<file path="config.mk">
export PLATFORM = sky130hd
export DESIGN_NAME = user_write_arbiter
export DESIGN_NICKNAME = d
export VERILOG_FILES = /design/src/rtl/user_write_arbiter.sv
export SDC_FILE = /design/constraint.sdc
export NUM_CORES = 1
export LEC_CHECK = 0
export ABC_AREA = 1
export CORE_ASPECT_RATIO = 1.75
export CORE_MARGIN = 1
export CORE_UTILIZATION = 37
export DETAILED_ROUTE_END_ITERATION = 8
export PLACE_DENSITY = 0.74
export SLEW_MARGIN = 0
export SYNTH_ARGS = -nofsm -noshare
export SYNTH_HDL_FRONTEND = slang
export SYNTH_SLANG_ARGS = --single-unit
</file>
<file path="constraint.sdc">
create_clock -name clk -period 2.7 [get_ports clk]
set_clock_uncertainty 0.15 [all_clocks]
set_input_delay 0.81 -clock clk [delete_from_list [all_inputs] [get_ports clk]]
set_output_delay 0.81 -clock clk [all_outputs]
set_load 0.05 [all_outputs]
</file>
<file path="src/rtl/user_write_arbiter.sv">
// user_write_arbiter: round-robin write arbiter tagging grants with port-index user IDs;
// forwards only AUTH_ID writes. Define VIOLATION_LOG_EN to add the denied-write log.
module user_write_arbiter #(
    parameter int NUM_REQ = 4,
    parameter int DATA_W = 8,
    parameter logic [1:0] AUTH_ID = 2'h2
) (
    input  logic                      clk,
    input  logic                      rst_n,
    input  logic [NUM_REQ-1:0]        req_valid,
    input  logic [NUM_REQ*DATA_W-1:0] req_data,
    output logic [NUM_REQ-1:0]        req_ready,
    output logic                      out_valid,
    input  logic                      out_ready,
    output logic [1:0]                out_usr_id,
    output logic [DATA_W-1:0]         out_data,
    output logic                      deny_pulse,
    output logic                      busy
`ifdef VIOLATION_LOG_EN
    ,
    output logic [7:0]                viol_count,
    output logic [1:0]                last_viol_id,
    input  logic                      viol_clr
`endif
);
    localparam logic [1:0] IDLE = 2'd0;
    localparam logic [1:0] SEND = 2'd1;
    localparam logic [1:0] DENY = 2'd2;

    logic [1:0] state;
    logic [1:0] rr_ptr;
    logic [1:0] win;
    logic       any;
    logic       grant;
    logic       auth;

    // Scan downward so the lowest offset from rr_ptr is the last (winning) match.
    always_comb begin
        win = '0;
        for (int k = 3; k >= 0; k--)
            if (req_valid[rr_ptr + 2'(k)]) win = rr_ptr + 2'(k);
    end

    assign any        = |req_valid;
    assign grant      = (state == IDLE) && any;
    assign auth       = (win == AUTH_ID);
    assign req_ready  = grant ? NUM_REQ'(1) << win : '0;
    assign out_valid  = (state == SEND);
    assign deny_pulse = (state == DENY);
    assign busy       = (state != IDLE);

    always_ff @(posedge clk) begin
        if (!rst_n) begin
            state      <= IDLE;
            rr_ptr     <= '0;
            out_usr_id <= '0;
            out_data   <= '0;
        end else begin
            case (state)
                IDLE: if (any) begin
                    out_usr_id <= win;
                    out_data   <= auth ? req_data[int'(win)*DATA_W +: DATA_W] : '0;
                    rr_ptr     <= win + 2'd1;
                    state      <= auth ? SEND : DENY;
                end
                SEND: if (out_ready) state <= IDLE;
                default: state <= IDLE;
            endcase
        end
    end

`ifdef VIOLATION_LOG_EN
    always_ff @(posedge clk) begin
        if (!rst_n) begin
            viol_count   <= '0;
            last_viol_id <= '0;
        end else begin
            if (viol_clr) viol_count <= '0;
            else if (grant && !auth && viol_count != 8'hFF) viol_count <= viol_count + 8'd1;
            if (grant && !auth) last_viol_id <= win;
        end
    end
`endif
endmodule

</file>
== Yosys cells after proc, flatten, opt, wreduce, memory -nomap -nowiden ==
Index checks and enable logic that the tools add are counted.

* Input port bits: 39
* Memory bits (writable): 0
* Register bits after elaboration: 14
* Memory bits (read-only): 0
* Memories kept: 0
* Bits in latches: 0
* Output and inout port bits: 17
* Logic and storage cells: 43

* Add/subtract/negate cells: 4
* Eq/ne operators: 5
* $lt $le $gt $ge: 4
* Mux-type cells: 18
* Shift operators: 2
* Bitwise gates (word level): 0
* Multiply operators: 0
* Reduce and logical (&&, ||, !) cells: 6
* Divide/modulo/power cells: 0

{| class="wikitable"
|+ Operators by type and width
! operator !! number
|-
| $shiftx 32x6->8 || 1
|-
| $mux 2 || 7
|-
| $lt 2x3->1 const B || 4
|-
| $bmux 1 s2 || 4
|-
| $mux 8 || 1
|-
| $add 2x1->2 const B || 2
|-
| $add 2x2->2 const B || 2
|-
| $eq 2x2->1 const B || 2
|-
| $mux 1 || 4
|-
| $mux 4 || 1
|-
| $pmux 2 s2 || 1
|-
| $reduce_and 2->1 || 2
|-
| $reduce_or 4->1 || 1
|-
| $shl 1x2->4 const A || 1
|-
| $eq 2x1->1 const B || 1
|-
| $logic_not 2->1 || 1
|-
| $ne 2x1->1 const B || 1
|-
| $ne 2x2->1 const B || 1
|-
| $reduce_bool 2->1 || 1
|-
| $logic_and 1x1->1 || 1
|}

== Logic depth before layout (Yosys ltp) ==
* Depth after elaboration: 11
* Gate-level depth with buffers: 16
* Depth with buffers taken out: 14

== Least setup slack after synthesis ==
Ideal clock, no wire load.

* Path kind: in2out
* From: in req_valid[1]
* To: out req_ready[2]
* Path slack: -0.740 ns
* Required time: 1.740 ns
* Arrival time: 2.480 ns
* Stages on the path: 13
* Cells stage by stage: inv_1 > nand2_1 > nand3_1 > nand2_1 > nand3_2 > nand2_2 > nand2_4 > nand2_8 > buf_12 > inv_2 > ha_1 > inv_1 > nor2_1

* Word-level cells in the longest chain between the ends: 8
* Elaborated cells on any way between the ends: 16
* Classes of those cells: 1 x shift; 13 x mux; 2 x reduce/logical

{| class="wikitable"
|+ Ends and longest elaborated chain
! what !! line !! source
|-
| from (decl) || 10 || <nowiki>input logic [NUM_REQ-1:0] req_valid,</nowiki>
|-
| $bmux 1 s2 || 41 || <nowiki>if (req_valid[rr_ptr + 2'(k)]) win = rr_ptr + 2'(k);</nowiki>
|-
| $mux 1 (implied by the code) || 41 ||
|-
| $mux 2 (3 in series) || 41 ||
|-
| $mux 2 (*) || 41 ||
|-
| via win[0] || 32 || <nowiki>logic [1:0] win;</nowiki>
|-
| $shl 1x2->4 (*) || 47 || <nowiki>assign req_ready = grant ? NUM_REQ'(1) << win : '0;</nowiki>
|-
| $mux 4 (*) || 47 ||
|-
| to (decl) || 12 || <nowiki>output logic [NUM_REQ-1:0] req_ready,</nowiki>
|}

The timed path passes the listed nets; every way through them passes the cells marked *. The select of a mux whose other input is x is not followed.

== Final worst setup path ==
* From: in req_valid[1]
* To: out req_ready[0]

* Word-level cells in the longest chain between the ends: 8
* Elaborated cells on any way between the ends: 16
* Classes of those cells: 1 x shift; 13 x mux; 2 x reduce/logical

{| class="wikitable"
|+ Ends and longest elaborated chain
! what !! line
|-
| $bmux 1 s2 || 41
|-
| $mux 1 (implied by the code) || 41
|-
| $mux 2 (4 in series) || 41
|-
| $shl 1x2->4 || 47
|-
| $mux 4 (*) || 47
|}

Every way passes the cells marked *; elsewhere a longest branch is shown, timed or not. The select of a mux whose other input is x is not followed.

==> flow_metrics.env <==
export IMPL_rows=27
export IMPL_worstPathArrival_ns=2.04
export IMPL_timing_hold_ws_ns=0.3113
export IMPL_cts_buffer_depth=2
export IMPL_yosysTopAreaCellShare=0.2319
export IMPL_antenna_found_initial=0
export IMPL_ys_seq_area_frac=0.2319
export IMPL_synth_seq_cells=14
export IMPL_synth_area_top_cells="dfxtp_1 (23%), nand3_1 (17%), nand2_1 (13%)"
export IMPL_setup_worst_path_start_class="primary input"
export IMPL_multi_input_area_um2=928.4
export IMPL_ff2ff_path_depth=17
export IMPL_io_buffers=55
export IMPL_via_per_inst=4.694
export IMPL_fp_dieH_um=77.61
export IMPL_place_congestion=0.8353
export IMPL_status="finished with violations"
export IMPL_clkTransAtPathRegs_ns=0.06
export IMPL_syn_cell_area_um2=1209
export IMPL_grt_start_max_net_pins=17
export IMPL_h_tree_depth=1
export IMPL_holdPathEnd="out_data[4]$_SDFFE_PN0P_"
export IMPL_wl_per_cell_um=12.17
export IMPL_required_ns=1.74
export IMPL_yosysUniqueCellTypes=25
export IMPL_worstHoldPathCells=2
export IMPL_regArea_um2=280.3
export IMPL_violations="design-rule violations, negative setup slack"
export IMPL_wl_um=3857
export IMPL_drt_pre_antenna_iters=6
export IMPL_die_area_um2=3508
export IMPL_boundaryPins=56
export IMPL_die_w_um=45.21
export IMPL_grt_usage=0.2374
export IMPL_p_leak_uw=0.001080
export IMPL_grt_pass1_vias=1515
export IMPL_drt_iter0_drc=20
export IMPL_maxCapViolations=0
export IMPL_slew_violations=0
export IMPL_cts_sinks=14
export IMPL_yosys_area_top_type="dfxtp_1"
export IMPL_layout_drive_gt1_share=0.3431
export IMPL_ys_warn_count=0
export IMPL_gr_total_overflow=0
export IMPL_start_util=0.3847
export IMPL_fill_cells=245
export IMPL_core_area_um2=3142
export IMPL_ir_drop_mv=0.8251
export IMPL_relSlewSlack=0.6502
export IMPL_syn_to_final_growth_pct=96.17
export IMPL_numCtsBuffers=3
export IMPL_fmax_mhz=333.0
export IMPL_p_total_uw=3144
export IMPL_dpl_instance_area_um2=2136
export IMPL_r2r_end="out_data[3]$_SDFFE_PN0P_"
export IMPL_syn_inst=189
export IMPL_num_vias=1488
export IMPL_syn_nets=233
export IMPL_period_minus_slack_ns=3.003
export IMPL_drc_errors=2
export IMPL_crit_fanout=5
export IMPL_final_nets=320
export IMPL_cts_tree="yes"
export IMPL_min_from="out_data[4]$_SDFFE_PN0P_"
export IMPL_period_share=1.112
export IMPL_tightest_slew_ns=0.5231
export IMPL_hpwl_um=2937
export IMPL_grt_pass1_wl_um=6223
export IMPL_hold_viol_final=0
export IMPL_clkLatencyLatePin_ns=0.25
export IMPL_avgSynthCellArea_um2=6.395
export IMPL_p_per_area_nw_per_um2=1326
export IMPL_hold_path_class="reg2reg"
export IMPL_end_kind="primary output"
export IMPL_finalSetupViolCount=4
export IMPL_drtAntennaViolNets=0
export IMPL_fin_ws_ns=-0.3027
export IMPL_mostFrequentLayoutCell="clkdlybuf4s50_1"
export IMPL_antennaDiodeCount=0
export IMPL_rr_startpoint="rr_ptr[0]$_SDFFE_PN0P_"
export IMPL_crit_type="in2out"
export IMPL_layout_common_cells="clkdlybuf4s50_1 (47), nand2_1 (36), nand3_1 (36)"
export IMPL_holdBufCountCts=0
export IMPL_rsz0062_at_grt="true"
export IMPL_final_area_um2=2371
export IMPL_cts_root_buf="clkbuf_8"
export IMPL_r2r_setup_slack_ns=0.36
-- logic make-up (layout without fill, tap and decap cells) --
logic type / Yosys count / after routing / share of synthesized area
adder cells (fa/ha/maj): 5 / 5 / 0.05176
AND/OR/NAND/NOR: 113 / 113 / 0.4814
flip-flops: 14 / 14 / 0.2319
buffers and inverters: 42 / 127 / 0.1667
AO/OA/AOI/OAI: 15 / 15 / 0.06832
-- state kept, by name (all words and copies together), names as in the netlist --
signal,cells
out_usr_id,2
rr_ptr,2
out_data,8
state,2
-- stage by stage --
stage | instances | setup TNS [ns] | util | setup slack, ns
6_report | 317 | -1.125 | 0.7547 | -0.3027
3_3_place_gp | 304 | -6.973 | 0.6798 | -0.8163
2_1_floorplan | 189 | -0.9970 | - | -0.2611
4_1_cts | 313 | -1.243 | 0.7085 | -0.3389
3_5_place_dp | 304 | -7.784 | 0.6798 | -0.8211
5_1_grt | 317 | -1.342 | 0.7547 | -0.3572
-- worst max-delay path by stage --
stage / end / cells after the start / from
after floorplan: req_ready[2] / 13 / req_valid[2]
after global placement: req_ready[1] / 12 / req_valid[0]
after detailed placement: req_ready[1] / 12 / req_valid[0]
after CTS: req_ready[2] / 15 / req_valid[2]
after global routing: req_ready[2] / 14 / req_valid[1]
final: req_ready[0] / 14 / req_valid[1]
-- cells in the mapped netlist, drive strengths merged --
| cell | number |
|---|---|
| clkinv | 2 |
| buf | 4 |
| clkbuf | 1 |
| o21a | 1 |
| o211ai | 2 |
| a21oi | 10 |
| nand3 | 44 |
| ha | 5 |
| nand2 | 54 |
| o21ai | 2 |
| nor3 | 1 |
| dfxtp | 14 |
| nor2 | 11 |
| nor4 | 2 |
| and2 | 1 |
| inv | 35 |
-- routing by layer --
layer  global-route usage  part of all wire  vias to the layer above  wire, um
li1                     -                 -                      770         -
met4               0.1091             0.022                        0        86
met1               0.2222              0.33                      677      1271
met2               0.4681              0.62                       34      2402
met3              0.02093             0.025                        7        97
met5                    0                 0                        -         0
-- layout make-up --
class | count | area share
well taps | 43 | 0.02269
repair buffers | 87 | 0.3683
inverters | 37 | 0.08179
flip-flops and latches | 14 | 0.1182
multi-input cells | 133 | 0.3916
clock buffers | 3 | 0.01741
-- repair_timing --
action,CTS,global route
pin swaps,9,21
setup buffers,6,5
endpoints found under the setup margin,13,4
resized for setup,23,33
-- critical path: stages --
cell and delay [ns]:
buf_8 0.11, inv_8 0.06, nand2_4 0.06, nand3_4 0.09
nand2_4 0.06, nand3_4 0.10, nand2_4 0.07, nand2_4 0.10
nand2_8 0.09, inv_8 0.08, ha_4 0.12, inv_2 0.03
nor2_4 0.11, buf_12 0.14
-- where the power goes --
group          internal (uW)  switching [uW]
logic                   1170            1470
registers                282            48.6
clock network           98.9            74.5
total                   1550            1590
Note: power is estimated with default switching activity, not from simulation.
